--- src/rtl/eedc_pkg.sv ---
// Shared widths, codeword layout and types for the EEDC Hamming(11,7) path.
// Positions are 1-based codeword positions; bit k of a code_t holds position k+1.
package eedc_pkg;

    localparam int unsigned DATA_W = 7;
    localparam int unsigned CODE_W = 11;
    localparam int unsigned PAR_W  = 4;

    // Parity bits live at the power-of-two positions
    localparam int unsigned POS_P1 = 1;
    localparam int unsigned POS_P2 = 2;
    localparam int unsigned POS_P4 = 4;
    localparam int unsigned POS_P8 = 8;

    // Data bits fill the remaining positions in ascending order
    localparam int unsigned POS_D0 = 3;
    localparam int unsigned POS_D1 = 5;
    localparam int unsigned POS_D2 = 6;
    localparam int unsigned POS_D3 = 7;
    localparam int unsigned POS_D4 = 9;
    localparam int unsigned POS_D5 = 10;
    localparam int unsigned POS_D6 = 11;

    typedef logic [DATA_W-1:0] data_t;
    typedef logic [CODE_W-1:0] code_t;

    // Data bits covered by each parity bit: those whose position has the
    // parity bit's position bit set (d6..d0, MSB first)
    localparam data_t COVER_P1 = 7'b1011011;  // pos 3,5,7,9,11
    localparam data_t COVER_P2 = 7'b1101101;  // pos 3,6,7,10,11
    localparam data_t COVER_P4 = 7'b0001110;  // pos 5,6,7
    localparam data_t COVER_P8 = 7'b1110000;  // pos 9,10,11

    // Even parity over the covered data bits
    function automatic logic cover_parity(data_t data, data_t mask);
        return ^(data & mask);
    endfunction

endpackage

--- src/rtl/hamming_11_7_gen.sv ---
// Combinational Hamming(11,7) even-parity codeword generator.
module hamming_11_7_gen
    import eedc_pkg::*;
(
    input  logic [DATA_W-1:0] data_i,
    output logic [CODE_W-1:0] code_o
);

    code_t code;

    // Place data bits at their positions, then fill in the four parity bits
    always_comb begin
        code             = '0;
        code[POS_D0 - 1] = data_i[0];
        code[POS_D1 - 1] = data_i[1];
        code[POS_D2 - 1] = data_i[2];
        code[POS_D3 - 1] = data_i[3];
        code[POS_D4 - 1] = data_i[4];
        code[POS_D5 - 1] = data_i[5];
        code[POS_D6 - 1] = data_i[6];
        code[POS_P1 - 1] = cover_parity(data_i, COVER_P1);
        code[POS_P2 - 1] = cover_parity(data_i, COVER_P2);
        code[POS_P4 - 1] = cover_parity(data_i, COVER_P4);
        code[POS_P8 - 1] = cover_parity(data_i, COVER_P8);
    end

    assign code_o = code;

endmodule

--- src/rtl/eedc_encoder.sv ---
// Registered Hamming(11,7) encoder, one word per cycle, 1-cycle latency.
// Optional macro EEDC_SECDED_EN adds a registered overall_parity output
// (XOR of all 11 codeword bits) for 12-bit extended-Hamming SECDED.
module eedc_encoder
    import eedc_pkg::*;
(
    input  logic              clk,
    input  logic              rst,
    input  logic [DATA_W-1:0] data_input,
    output logic [CODE_W-1:0] encoded_output,
    output logic              out_valid
`ifdef EEDC_SECDED_EN
    ,
    output logic              overall_parity
`endif
);

    code_t code_gen;
    code_t code_d, code_q;
    logic  valid_d, valid_q;

    hamming_11_7_gen u_gen (
        .data_i (data_input),
        .code_o (code_gen)
    );

    // Next state: capture every cycle; valid sticks once out of reset
    always_comb begin
        code_d  = code_gen;
        valid_d = 1'b1;
    end

    // Output registers; synchronous reset wins over capture
    always_ff @(posedge clk) begin
        if (rst) begin
            code_q  <= '0;
            valid_q <= 1'b0;
        end else begin
            code_q  <= code_d;
            valid_q <= valid_d;
        end
    end

    assign encoded_output = code_q;
    assign out_valid      = valid_q;

`ifdef EEDC_SECDED_EN
    logic opar_d, opar_q;

    // Overall parity of the fresh codeword, aligned with code_q
    always_comb begin
        opar_d = ^code_gen;
    end

    // Overall parity register, same reset and latency as the codeword
    always_ff @(posedge clk) begin
        if (rst) begin
            opar_q <= 1'b0;
        end else begin
            opar_q <= opar_d;
        end
    end

    assign overall_parity = opar_q;
`endif

endmodule

--- config.mk ---
export PLATFORM = sky130hd
export DESIGN_NAME = eedc_encoder
export DESIGN_NICKNAME = d
export VERILOG_FILES = /design/src/rtl/eedc_pkg.sv /design/src/rtl/hamming_11_7_gen.sv /design/src/rtl/eedc_encoder.sv
export SDC_FILE = /design/constraint.sdc
export NUM_CORES = 1
export LEC_CHECK = 0
export CORE_MARGIN = 2
export CORE_UTILIZATION = 35
export DETAILED_ROUTE_END_ITERATION = 8
export HOLD_SLACK_MARGIN = 0.12
export PLACE_DENSITY = 0.71
export SYNTH_ARGS = -nofsm -noshare
export SYNTH_HDL_FRONTEND = slang
export SYNTH_HIERARCHICAL = 1
export SYNTH_SLANG_ARGS = --single-unit
--- constraint.sdc ---
create_clock -name clk -period 2.8 [get_ports clk]
set_input_delay 0.56 -clock clk [delete_from_list [all_inputs] [get_ports clk]]
set_output_delay 0.56 -clock clk [all_outputs]
set_load 0.03 [all_outputs]
* Word-level counts from Yosys, hierarchy flattened
Cells that the tools add are included.
W data, S select, Z words.
** Word-level totals
- Memories kept :: 0
- Memory bits (read-only) :: 0
- Bits in writable memories :: 0
- Logic and storage cells :: 7
- Bits in latches :: 0
- Input bits :: 9
- Bits in registers :: 12
- Output and inout bits :: 12
** Cells by class
- Div/mod/pow operators :: 0
- Add/sub/neg operators :: 0
- Reduce and logical (&&, ||, !) cells :: 4
- $mul :: 0
- Muxes and demuxes :: 1
- Order comparisons :: 0
- Equality and inequality tests :: 0
- Bitwise logic cells :: 0
- Shifts and indexed selects :: 0
** Operators with widths (number)
- $reduce_xor A7 Y1 :: 4
- $mux W1 :: 1

* Logic depth before layout (Yosys ltp)
- Depth after elaboration :: 1
- Mapped depth :: 3
- Gate-level depth less buffers :: 3

* Hierarchy
The synthesis kept the hierarchy.
** Modules (own cells, without submodules)
- eedc_encoder :: sequential area each 240.2 sq um, area each 361.6 sq um, times used 1, cells an instance 25
- hamming_11_7_gen :: sequential area each 0.0 sq um, area each 150.1 sq um, times used 1, cells an instance 15

* Worst setup path after synthesis
No wires, ideal clock.
- Kind :: input port to flip-flop
- Start :: in data_input[1]
- End :: reg code_q[0], in the netlist encoded_output[0]
- Path buffers :: 0
- Required time :: 2685 ps
- Setup slack :: 1478 ps
- Stages :: 3
- Arrival time :: 1208 ps
- Setup time :: 115 ps
- Path through :: xnor3_1 > xor2_1 > nor2b_2
** On the way
- Longest elaborated chain between the ends :: 1
** RTL lines
- start, declared :: line eedc_encoder.sv:9 : input logic [DATA_W-1:0] data_input,
- $reduce_xor A7 Y1 :: line eedc_pkg.sv:36 : return ^(data & mask);
- via code_d[0] :: line eedc_encoder.sv:19 : code_t code_d, code_q;
- end signal, assigned :: line eedc_encoder.sv:39 : code_q <= code_d;
- end, declared :: line eedc_encoder.sv:19
The timed path passes the listed nets, and every way through them passes these cells.
A chain may end at the register's enable or synchronous reset.

* Worst setup path after layout
- Start :: reg code_q[1], in the netlist encoded_output[1]
- End :: out encoded_output[1]
** RTL lines
- end, declared :: line eedc_encoder.sv:10 : output logic [CODE_W-1:0] encoded_output,
No word-level cell between the ends.

==> summary.md <==
| Metric | Value |
|---|---|
| Internal power | `0.0003229 W` |
| Area of the mapped netlist | `511.7 sq um` |
| Critical Path End Type | `output pin` |
| I/O pins | `21` |
| Switching share of power | `0.2520` |
| DRT Pass-1 Iters | `1` |
| Die span in x | `42.24 um` |
| Area of the multi-input gates | `203.9 sq um` |
| CTS max path bufs | `2` |
| Post-synth top flop | `dfxtp_1` |
| Post-synth EDFFs | `0` |
| # rows | `13` |
| Startpoint types | `register` |
| Sw Pwr | `0.0001088 W` |
| P per Cell Area | `607.4 nW/um^2` |
| Register area | `240.2 sq um` |
| CP max FO | `1` |
| Slew Limit Fails | `0` |
| Post-CTS Setup Inserts | `0` |
| Setup Total Neg Slack | `0 ns` |
| Initial DRC count | `0` |
| CTS Root Cell | `clkbuf_4` |
| Setup violators final | `0` |
| Top cells by area, synth | `dfxtp_1 (47%), nor2b_2 (12%), buf_4 (10%), xnor3_1 (8.8%), xnor2_1 (6.8%)` |
| # clock sinks | `12` |
| Worst slack, placed | `0.8481 ns` |
| Post-synthesis sequential area ratio | `0.4694` |
| Fin. Hold Viols | `0` |
| Layout cell share with drive strength beyond 1 | `0.2807` |
| Design Area, Final | `710.7 sq um` |
| Total Wirelength | `723 um` |
| Antenna Nets Post-Route | `0` |
| Via count | `284` |
| Ys async rst share | `0` |
| Relative slew slack | `0.7645` |
| Mapped Avg Cell Area | `12.79 sq um` |
| Largest net degree at the start of global routing | `8` |
| DIE HEIGHT | `42.24 um` |
| Pin slew with the least headroom to its limit | `0.3522 ns` |
| DRC Markers | `0` |
| WS Path Type | `register to output pin` |
| F_max | `0.5519 GHz` |
| Critical path, cell by cell | `clkdlybuf4s50_1` |
| RSZ-0062 raised after global routing | `no` |
| Worst vdd ir | `323.2 uV` |
| Synthesis-to-layout area growth | `38.88%` |
| Gate power share | `0.256` |
| Slack of the critical path | `0.9882 ns` |
| Flops & latches, synth | `12` |
| Worst Path Arrival | `1.25 ns` |
| Clk network pwr share | `0.310` |
| CTS tree | `built` |
| Total GRT Usage | `0.1012` |
| Dpl cell area | `674.4 sq um` |
| # hold bufs at CTS | `0` |
| Final Hold Slack | `0.9144 ns` |
| Outcome | `complete, no violations` |
| Cell family with most CP delay | `buffers and inverters` |
| Ant diodes | `0` |
| Final GP Congestion | `0.6254` |
| Synth unique cells | `10` |
| LEAKAGE | `0.3017 nW` |
| Filler cell count | `124` |
| Most frequent cells after synthesis | `dfxtp_1 (12), buf_4 (7), nor2b_2 (7)` |
| CTS buffer count | `3` |
| WP data required | `2.24 ns` |
| DR vias/cell | `3.944` |
| Worst-path clk slew | `0.07 ns` |
| Critical Path Max Stage Delay | `0.67 ns` |
| Yosys warning count | `6` |
| Fin nets | `67` |
| Max_cap viols | `0` |
| I/O Buffers | `20` |
| Cell taking the most area after synthesis | `dfxtp_1` |
| Syn Nets | `49` |
| Hold Path Class | `primary input to register` |
| Total core area | `1334 sq um` |
| Number of H-tree levels | `1` |
| Reg power frac | `0.434` |
| Dpl cells | `68` |
| Final Non-Filler Cells | `72` |
| Synth Instances | `40` |
| Tmin final | `1.812 ns` |
| Post-synth top area share | `0.4694` |
| Die Area | `1784 sq um` |
| Initial Util | `0.3837` |
| WL/cell | `10.04 um` |
| First-pass GRT wire length | `1.283 mm` |
| Slowest CP cell | `clkdlybuf4s50_1` |
| Remaining global-route overflow | `0` |
| Initial antenna violation count | `0` |
| Final period util | `0.6471` |
| Most common cell in the netlist | `dfxtp_1` |
| CP bufs+invs | `1` |
| # resized after CTS | `0` |
| Via count of the first global-routing pass | `297` |
## placed cells by master, fill, tap and decap left out, drive strengths merged
| cell type | count |
|---|---|
| buf | 1 |
| inv | 1 |
| clkbuf | 4 |
| xnor3 | 2 |
| xor2 | 2 |
| nor2b | 9 |
| clkdlybuf4s50 | 20 |
| and2b | 2 |
| dfxtp | 12 |
| xnor2 | 4 |
## layout make-up
type,instances,share of cell area
sequential,12,0.3380
timing repair buffer,21,0.2923
multi-input combinational,19,0.2870
clock buffer,4,0.05106
tap,15,0.02641
inverter,1,0.005282
## cells by family (layout without fill, tap and decap cells)
group | after synthesis | count (layout) | share of synthesized area
flops | 12 | 12 | 0.4694
simple gates | 11 | 11 | 0.2078
buf+inv | 9 | 26 | 0.1320
xor+xnor | 8 | 8 | 0.1907
## per-layer routing
metal / GRT usage / vias to the layer above / routed length [um]
met5: 0 / - / 0
met4: 0.07500 / 0 / 0
met3: 0.05603 / 0 / 83
met2: 0.1477 / 18 / 341
met1: 0.1079 / 119 / 298
li1: - / 147 / -
## power by group through the flow
stage / combinational [W] / sequential (W) / clock (W)
finish: 0.000110 / 0.000187 / 0.000134
global route: 0.000117 / 0.000189 / 0.000154
CTS: 0.000112 / 0.000187 / 0.000142
detailed placement: 0.000111 / 0.000191 / 0
global placement: 0.000110 / 0.000191 / 0
floorplan: 0.0000452 / 0.000220 / 0
## metrics by stage
stage,util,total power [W]
2_1_floorplan,-,0.0002652
3_3_place_gp,0.5056,0.0003015
3_5_place_dp,0.5056,0.0003027
4_1_cts,0.5328,0.0004418
5_1_grt,0.5328,0.0004600
6_report,0.5328,0.0004316
## state kept, by name, indices dropped and copies added, names as in the netlist
register,cells
out_valid,1
encoded_output,11
## final timing paths
path | start | endpoint | slack [ns] | cells after the start
setup / recovery | encoded_output[1] | encoded_output[1] | 0.99 | 1
hold / removal | data_input[2] | encoded_output[5] | 0.91 | 2
No activity file was read; power rests on OpenSTA's default activity.
